<file path="src/rtl/branch_predictor_pkg.sv">
// rtl/branch_predictor_pkg.sv - shared PHT counter encodings and update helper
package branch_predictor_pkg;

  localparam logic [1:0] BP_SNT = 2'b00;
  localparam logic [1:0] BP_WNT = 2'b01;
  localparam logic [1:0] BP_WT  = 2'b10;
  localparam logic [1:0] BP_ST  = 2'b11;
  localparam logic [1:0] BP_RESET_STATE = BP_WNT;

  // Next value of a 2-bit saturating counter given the resolved outcome.
  function automatic logic [1:0] pht_next(input logic [1:0] cnt, input logic taken);
    if (taken) begin
      return (cnt == BP_ST) ? BP_ST : cnt + 2'b01;
    end
    return (cnt == BP_SNT) ? BP_SNT : cnt - 2'b01;
  endfunction

endpackage

</file>
<file path="src/rtl/branch_predictor_if.sv">
// rtl/branch_predictor_if.sv - fetch lookup and EX resolution bundle for the predictor
interface branch_predictor_if;
  logic [31:0] i_if_pc;
  logic        o_predict_taken;
  logic [31:0] o_predict_target;
  logic        i_ex_branch;
  logic [31:0] i_ex_pc;
  logic        i_ex_taken;
  logic [31:0] i_ex_target;
  logic        i_ex_mispredicted;
  logic [31:0] o_branch_count;
  logic [31:0] o_mispredict_count;

  // Pipeline side: presents fetch PC and EX resolution, consumes predictions/stats.
  modport master (
    output i_if_pc, i_ex_branch, i_ex_pc, i_ex_taken, i_ex_target, i_ex_mispredicted,
    input  o_predict_taken, o_predict_target, o_branch_count, o_mispredict_count
  );

  // Predictor side.
  modport slave (
    input  i_if_pc, i_ex_branch, i_ex_pc, i_ex_taken, i_ex_target, i_ex_mispredicted,
    output o_predict_taken, o_predict_target, o_branch_count, o_mispredict_count
  );
endinterface

</file>
<file path="src/rtl/branch_target_buffer.sv">
// rtl/branch_target_buffer.sv - direct-mapped BTB, combinational read, synchronous write
module branch_target_buffer #(
  parameter int INDEX_BITS = 6,
  parameter int TAG_BITS   = 8
) (
  input  logic                  clk,
  input  logic                  reset,
  input  logic [INDEX_BITS-1:0] rd_idx,
  input  logic [TAG_BITS-1:0]   rd_tag,
  output logic                  rd_hit,
  output logic [31:0]           rd_target,
  input  logic                  wr_en,
  input  logic [INDEX_BITS-1:0] wr_idx,
  input  logic [TAG_BITS-1:0]   wr_tag,
  input  logic [31:0]           wr_target
);
  localparam int ENTRIES = 1 << INDEX_BITS;

  logic                valid_q  [ENTRIES];
  logic [TAG_BITS-1:0] tag_q    [ENTRIES];
  logic [31:0]         target_q [ENTRIES];

  // Entry write on a taken resolution; an aliasing entry is simply overwritten.
  always_ff @(posedge clk) begin
    if (reset) begin
      for (int i = 0; i < ENTRIES; i++) begin
        valid_q[i]  <= 1'b0;
        tag_q[i]    <= '0;
        target_q[i] <= '0;
      end
    end else if (wr_en) begin
      valid_q[wr_idx]  <= 1'b1;
      tag_q[wr_idx]    <= wr_tag;
      target_q[wr_idx] <= wr_target;
    end
  end

  assign rd_hit    = valid_q[rd_idx] && (tag_q[rd_idx] == rd_tag);
  assign rd_target = target_q[rd_idx];
endmodule

</file>
<file path="src/rtl/branch_predictor.sv">
// rtl/branch_predictor.sv - PHT + BTB branch predictor with stats; BP_GSHARE_EN adds global history
module branch_predictor
  import branch_predictor_pkg::*;
#(
  parameter int INDEX_BITS = 6,
  parameter int TAG_BITS   = 8
) (
  input logic               clk,
  input logic               reset,
  branch_predictor_if.slave bp
);
  localparam int ENTRIES = 1 << INDEX_BITS;

  logic [INDEX_BITS-1:0] if_idx, ex_idx, if_pidx, ex_pidx;
  logic [TAG_BITS-1:0]   if_tag, ex_tag;
  logic [1:0]            pht_q [ENTRIES];
  logic                  btb_hit;
  logic [31:0]           btb_target;
  logic [31:0]           branch_cnt_q, mispredict_cnt_q;
  logic                  unused_pc_bits;

  assign if_idx = bp.i_if_pc[INDEX_BITS+1:2];
  assign if_tag = bp.i_if_pc[INDEX_BITS+TAG_BITS+1:INDEX_BITS+2];
  assign ex_idx = bp.i_ex_pc[INDEX_BITS+1:2];
  assign ex_tag = bp.i_ex_pc[INDEX_BITS+TAG_BITS+1:INDEX_BITS+2];

  assign unused_pc_bits = ^{bp.i_if_pc[1:0], bp.i_if_pc[31:INDEX_BITS+TAG_BITS+2],
                            bp.i_ex_pc[1:0], bp.i_ex_pc[31:INDEX_BITS+TAG_BITS+2]};

`ifdef BP_GSHARE_EN
  logic [INDEX_BITS-1:0] ghr_q;

  // Committed global history: shifts in each resolved outcome.
  always_ff @(posedge clk) begin
    if (reset) begin
      ghr_q <= '0;
    end else if (bp.i_ex_branch) begin
      ghr_q <= {ghr_q[INDEX_BITS-2:0], bp.i_ex_taken};
    end
  end

  assign if_pidx = if_idx ^ ghr_q;
  assign ex_pidx = ex_idx ^ ghr_q;
`else
  assign if_pidx = if_idx;
  assign ex_pidx = ex_idx;
`endif

  // PHT training from the EX resolution; lookups see the old value this cycle.
  always_ff @(posedge clk) begin
    if (reset) begin
      for (int i = 0; i < ENTRIES; i++) begin
        pht_q[i] <= BP_RESET_STATE;
      end
    end else if (bp.i_ex_branch) begin
      pht_q[ex_pidx] <= pht_next(pht_q[ex_pidx], bp.i_ex_taken);
    end
  end

  // Saturating resolution and misprediction counters.
  always_ff @(posedge clk) begin
    if (reset) begin
      branch_cnt_q     <= '0;
      mispredict_cnt_q <= '0;
    end else if (bp.i_ex_branch) begin
      if (branch_cnt_q != 32'hFFFF_FFFF) begin
        branch_cnt_q <= branch_cnt_q + 32'd1;
      end
      if (bp.i_ex_mispredicted && (mispredict_cnt_q != 32'hFFFF_FFFF)) begin
        mispredict_cnt_q <= mispredict_cnt_q + 32'd1;
      end
    end
  end

  branch_target_buffer #(
    .INDEX_BITS(INDEX_BITS),
    .TAG_BITS  (TAG_BITS)
  ) u_btb (
    .clk      (clk),
    .reset    (reset),
    .rd_idx   (if_idx),
    .rd_tag   (if_tag),
    .rd_hit   (btb_hit),
    .rd_target(btb_target),
    .wr_en    (bp.i_ex_branch && bp.i_ex_taken),
    .wr_idx   (ex_idx),
    .wr_tag   (ex_tag),
    .wr_target(bp.i_ex_target)
  );

  assign bp.o_predict_taken    = btb_hit && pht_q[if_pidx][1];
  assign bp.o_predict_target   = bp.o_predict_taken ? btb_target : 32'd0;
  assign bp.o_branch_count     = branch_cnt_q;
  assign bp.o_mispredict_count = mispredict_cnt_q;
endmodule

</file>
<file path="src/flat_wrapper.sv">
// flat-port wrapper written by rule: the top's interface ports become plain ports
module branch_predictor_flat import branch_predictor_pkg::*;
#(
  parameter int INDEX_BITS = 6,
  parameter int TAG_BITS   = 8
)
  (clk, reset, bp_i_if_pc, bp_i_ex_branch, bp_i_ex_pc, bp_i_ex_taken, bp_i_ex_target, bp_i_ex_mispredicted, bp_o_predict_taken, bp_o_predict_target, bp_o_branch_count, bp_o_mispredict_count);
  branch_predictor_if bp_i ();
  input logic clk;
  input logic reset;
  input wire logic [$bits(bp_i.i_if_pc)-1:0] bp_i_if_pc;
  input wire logic [$bits(bp_i.i_ex_branch)-1:0] bp_i_ex_branch;
  input wire logic [$bits(bp_i.i_ex_pc)-1:0] bp_i_ex_pc;
  input wire logic [$bits(bp_i.i_ex_taken)-1:0] bp_i_ex_taken;
  input wire logic [$bits(bp_i.i_ex_target)-1:0] bp_i_ex_target;
  input wire logic [$bits(bp_i.i_ex_mispredicted)-1:0] bp_i_ex_mispredicted;
  output wire logic [$bits(bp_i.o_predict_taken)-1:0] bp_o_predict_taken;
  output wire logic [$bits(bp_i.o_predict_target)-1:0] bp_o_predict_target;
  output wire logic [$bits(bp_i.o_branch_count)-1:0] bp_o_branch_count;
  output wire logic [$bits(bp_i.o_mispredict_count)-1:0] bp_o_mispredict_count;
  assign bp_i.i_if_pc = bp_i_if_pc;
  assign bp_i.i_ex_branch = bp_i_ex_branch;
  assign bp_i.i_ex_pc = bp_i_ex_pc;
  assign bp_i.i_ex_taken = bp_i_ex_taken;
  assign bp_i.i_ex_target = bp_i_ex_target;
  assign bp_i.i_ex_mispredicted = bp_i_ex_mispredicted;
  assign bp_o_predict_taken = bp_i.o_predict_taken;
  assign bp_o_predict_target = bp_i.o_predict_target;
  assign bp_o_branch_count = bp_i.o_branch_count;
  assign bp_o_mispredict_count = bp_i.o_mispredict_count;
  branch_predictor #(.INDEX_BITS(INDEX_BITS), .TAG_BITS(TAG_BITS)) u_core (.clk(clk), .reset(reset), .bp(bp_i));
endmodule
</file>
<file path="config.mk">
export PLATFORM = sky130hd
export DESIGN_NAME = branch_predictor_flat
export DESIGN_NICKNAME = d
export VERILOG_FILES = /design/src/rtl/branch_predictor_pkg.sv /design/src/rtl/branch_predictor_if.sv /design/src/rtl/branch_target_buffer.sv /design/src/rtl/branch_predictor.sv /design/src/flat_wrapper.sv
export SDC_FILE = /design/constraint.sdc
export NUM_CORES = 2
export LEC_CHECK = 0
export BUFFER_PORTS_ARGS = -buffer_cell sky130_fd_sc_hd__buf_2
export CELL_PAD_IN_SITES_DETAIL_PLACEMENT = 0
export CELL_PAD_IN_SITES_GLOBAL_PLACEMENT = 1
export CORE_MARGIN = 1.5
export CORE_UTILIZATION = 49
export CTS_CLUSTER_DIAMETER = 100
export DETAILED_ROUTE_END_ITERATION = 16
export GPL_TIMING_DRIVEN = 0
export PLACE_DENSITY_LB_ADDON = 0.1
export SYNTH_ARGS = -nofsm -noshare
export SYNTH_HDL_FRONTEND = slang
export SYNTH_SLANG_ARGS = --single-unit
</file>
<file path="constraint.sdc">
create_clock -name clk -period 5.92 [get_ports clk]
set_input_delay 0.888 -clock clk [delete_from_list [all_inputs] [get_ports clk]]
set_output_delay 0.888 -clock clk [all_outputs]
set_load 0.05 [all_outputs]
</file>
==> summary.md <==
| Metric | Value |
|---|---|
| DRT Pass-1 Iters | 8 |
| Antenna-violating nets left | 0 |
| Reg2Reg Launch Point | u_core.bp.o_branch_count[12] |
| Worst vdd ir | 0.362 mV |
| Main combinational cell family by area after synthesis | simple AND/OR/NAND/NOR gates |
| M2 GR Usage | 0.566 |
| CTS sink count | 2816 |
| Final hold vios | 0 |
| Pwr Total | 46.7 mW |
| CTS tree | yes |
| DRT Wirelength | 529000 um |
| Post-synthesis compound-gate area fraction | 0.0198 |
| CORE AREA | 260000 um^2 |
| CTS root buffer | clkbuf_16 |
| Clk Latency, worst-skew pair | 0.99 ns |
| Status | complete, but fails checks |
| DP HPWL | 386000 um |
| Synth Area in Adders | 0.000351 |
| Post-Synthesis Cells | 8362 |
| CP startpoint kind | primary input |
| Tightest Hold Check Type | reg2reg |
| Initial Util | 0.494 |
| GR Layer Usage met1 | 0.524 |
| WHS | 0.458 ns |
| Worst path buffer plus inverter count | 5 |
| Hold Crit Start | u_core.u_btb.valid_q[53] |
| Slew @ Worst Pin | 1.55 ns |
| Number of CTS-inserted buffers | 320 |
| Final Setup Violations | 33 |
| CP Cell Sequence | buf_6 > buf_6 > buf_6 > nor2b_1 > a22oi_1 > nand3_1 > nand4_1 > xnor2_1 > o211ai_1 > a221o_2 > buf_6 > nor3_4 > buf_6 |
| Avg Cell Area, Syn | 15.4 um^2 |
| Critical Path AT | 5.22 ns |
| Vias | 82.6k |
| Max FO, Critical Path | 10 |
| Initial antenna violation count | 93 |
| Crit. Startpoint | bp_i_if_pc[3] |
| Starting DRT DRC Count | 13.3k |
| Max incr delay on CP | 0.86 ns |
| Drt drc | 0 |
| Setup TNS | -2.35 ns |
| Post-route cell area | 148000 um^2 |
| Failing checks | capacitance limit, slew limit, setup timing |
| GRT Util Overall | 0.398 |
| GR Overflow Total | 0 |
| RD Place Congestion | 0.988 |
| Largest net degree at the start of global routing | 41 |
| Top-Level Pins | 198 |
| Primary FF master, synth | edfxtp_1 |
| Final Critical Period | 6.11 ns |
| Synth warn | 0 |
| Count of input and output buffers | 113 |
| CP Capture Type | output pin |
| EDFF count, synth | 2688 |
| Die span in y | 515 um |
| P_leak | 50.9 nW |
| Synth Area in XOR/XNOR | 0.00450 |
| Layout cells sized above 1 | 0.208 |
| Cell Area, Synth | 128000 um^2 |
| Final #Nets | 9040 |
| PD cells | 316 nW/um^2 |
| Flops & latches, synth | 2816 |
| P&R area growth vs syn | 14.9% |
| Clk buf depth | 4 |
| Final worst slack | -0.193 ns |
| Syn Nets | 8465 |
| GRT busiest layer | met2 |
| CP delay by family, top | simple AND/OR/NAND/NOR gates |
| Slowest cell on the critical path | nor2b_1 |
| M3 GR Usage | 0.128 |
| Final period utilization | 1.03 |
| Max-slew violations | 100 |
| WL per Instance | 41.5 um |
| Width of the die | 515 um |
| Final Skew | 0.0430 ns |
| Mux share of post-synthesis cell area | 0.143 |
| Post-place setup slack | -2.03 ns |
| Worst EP required | 5.03 ns |
| Site row count | 187 |
| Global-route wire length before repair | 695000 um |
| Simple-Gate Fraction of Synth Area | 0.155 |
| Area post-placement | 137000 um^2 |
| Htree depth | 5 |
| Number of global-route vias before repair | 79.0k |
| # Max-Cap Violations | 7 |
| Most frequent CP cell | buf_6 |
| Avg Vias per Cell | 6.48 |
| CTS clk-pin slew, worst paths | 0.06 ns |
| Async set-or-reset flop fraction in the synthesized netlist | 0 |
| Die area | 265000 um^2 |
| RSZ-0062 raised after global routing | false |
| Slew margin rel. | -0.0434 |
| Peak Freq | 164 MHz |
| CP Class | in2out |
| Synth unique cells | 79 |
| Register area share after synthesis | 0.648 |
cell usage in the layout, fill, tap and decap left out, types with 31 or more instances in the layout:
cell | synthesis | layout
mux4_2 | 768 | 768
a21o_1 | 65 | 65
mux2_2 | 31 | 31
edfxtp_1 | 2688 | 2688
o21ai_4 | 0 | 32
nor3_2 | 34 | 52
clkinv_1 | 3 | 59
xor2_1 | 44 | 44
o21ai_0 | 100 | 66
a22oi_1 | 37 | 36
nor2_1 | 196 | 162
buf_1 | 78 | 42
nor3_1 | 92 | 64
nand3_1 | 110 | 110
mux2i_1 | 65 | 57
buf_12 | 1 | 76
dfxtp_1 | 128 | 128
diode_2 | 0 | 86
clkbuf_1 | 631 | 654
nand2_1 | 215 | 214
buf_2 | 107 | 193
buf_6 | 15 | 63
clkinv_2 | 0 | 45
clkbuf_16 | 0 | 326
and2_1 | 2573 | 2572
synth_stat cells (all sizes together), types with 44 or more instances:
cell	instances	area share
and2	2573	0.13
nor3	126	0.0062
a21o	65	0.0038
xor2	44	0.0030
clkbuf	631	0.018
mux4	773	0.14
nor2	196	0.0057
edfxtp	2688	0.63
nand2	215	0.0063
nand3	110	0.0043
buf	227	0.0094
o21ai	101	0.0039
mux2i	65	0.0051
dfxtp	128	0.020
per-layer routing:
layer	up-vias	part of all wire	routed length, um
li1	32072	-	-
met3	1198	0.13	68900
met1	43136	0.37	194000
met5	-	0.00041	219
met4	26	0.077	40700
met2	6130	0.43	225000
kinds of logic (layout without fill, tap and decap cells):
kind of cell / after synthesis / count (layout)
flip-flops: 2816 / 2816
other: 0 / 86
AO/OA/AOI/OAI: 366 / 366
adder cells (fa/ha/maj): 4 / 4
multiplexers: 869 / 869
buffers and inverters: 877 / 1673
AND/OR/NAND/NOR: 3364 / 3364
XOR/XNOR: 66 / 66
layout make-up:
type / instances / area, um^2
Antenna cell: 86 / 215
Buffer: 857 / 4140
Clock buffer: 391 / 8450
Clock inverter: 152 / 1330
Fill cell: 20974 / 113000
Inverter: 19 / 72.6
Multi-Input combinational cell: 4669 / 42500
Sequential cell: 2816 / 83300
Tap cell: 3496 / 4370
Timing Repair Buffer: 254 / 3270
registers in the layout, summed over array words and instances, names as in the netlist:
| name | count |
|---|---|
| u_core.u_btb.tag_q | 512 |
| u_core.bp.o_branch_count | 32 |
| u_core.u_btb.valid_q | 64 |
| u_core.u_btb.target_q | 2048 |
| u_core.pht_q | 128 |
| u_core.bp.o_mispredict_count | 32 |
stage by stage:
stage,utilization,instances
final,0.567,12740
after global routing,0.567,12697
after CTS,0.566,12653
after detailed placement,0.525,12106
after global placement,0.513,11971
after floorplan,-,8362
worst reg2reg max path: cells and delay by family, from the launching register on:
family / cells / cell delay [ns]
AOI/OAI and AO/OA: 1 / 0.92
and+or+nand+nor: 6 / 1.67
DFF: 1 / 0.45
xor gates and xnor gates: 1 / 0.15
buffers and inverters: 1 / 0.29
where the power goes:
group / total, mW / switching [mW] / internal [mW]
registers: 23.0 / 0.292 / 22.7
logic: 4.46 / 3.02 / 1.44
clock network: 19.2 / 8.21 / 11.0
path summary, 6_finish.rpt:
check | endpoint | cells past startpoint | slack, ns
hold reg to reg | u_core.u_btb.valid_q[53] | 1 | 0.46
setup / recovery | bp_o_predict_target[4] | 13 | -0.19
hold / removal | u_core.u_btb.valid_q[53] | 1 | 0.46
setup reg to reg | u_core.bp.o_branch_count[5] | 9 | 2.30
timing repair:
action | in CTS | in global routing
pin swaps | 6 | 7
setup endpoints to repair | 33 | 33
resized for setup | 220 | 45
hold buffers | 0 | 0
gates cloned | 0 | 0
buffers inserted | 5 | 0
No activity file was read; power rests on OpenSTA's default activity.
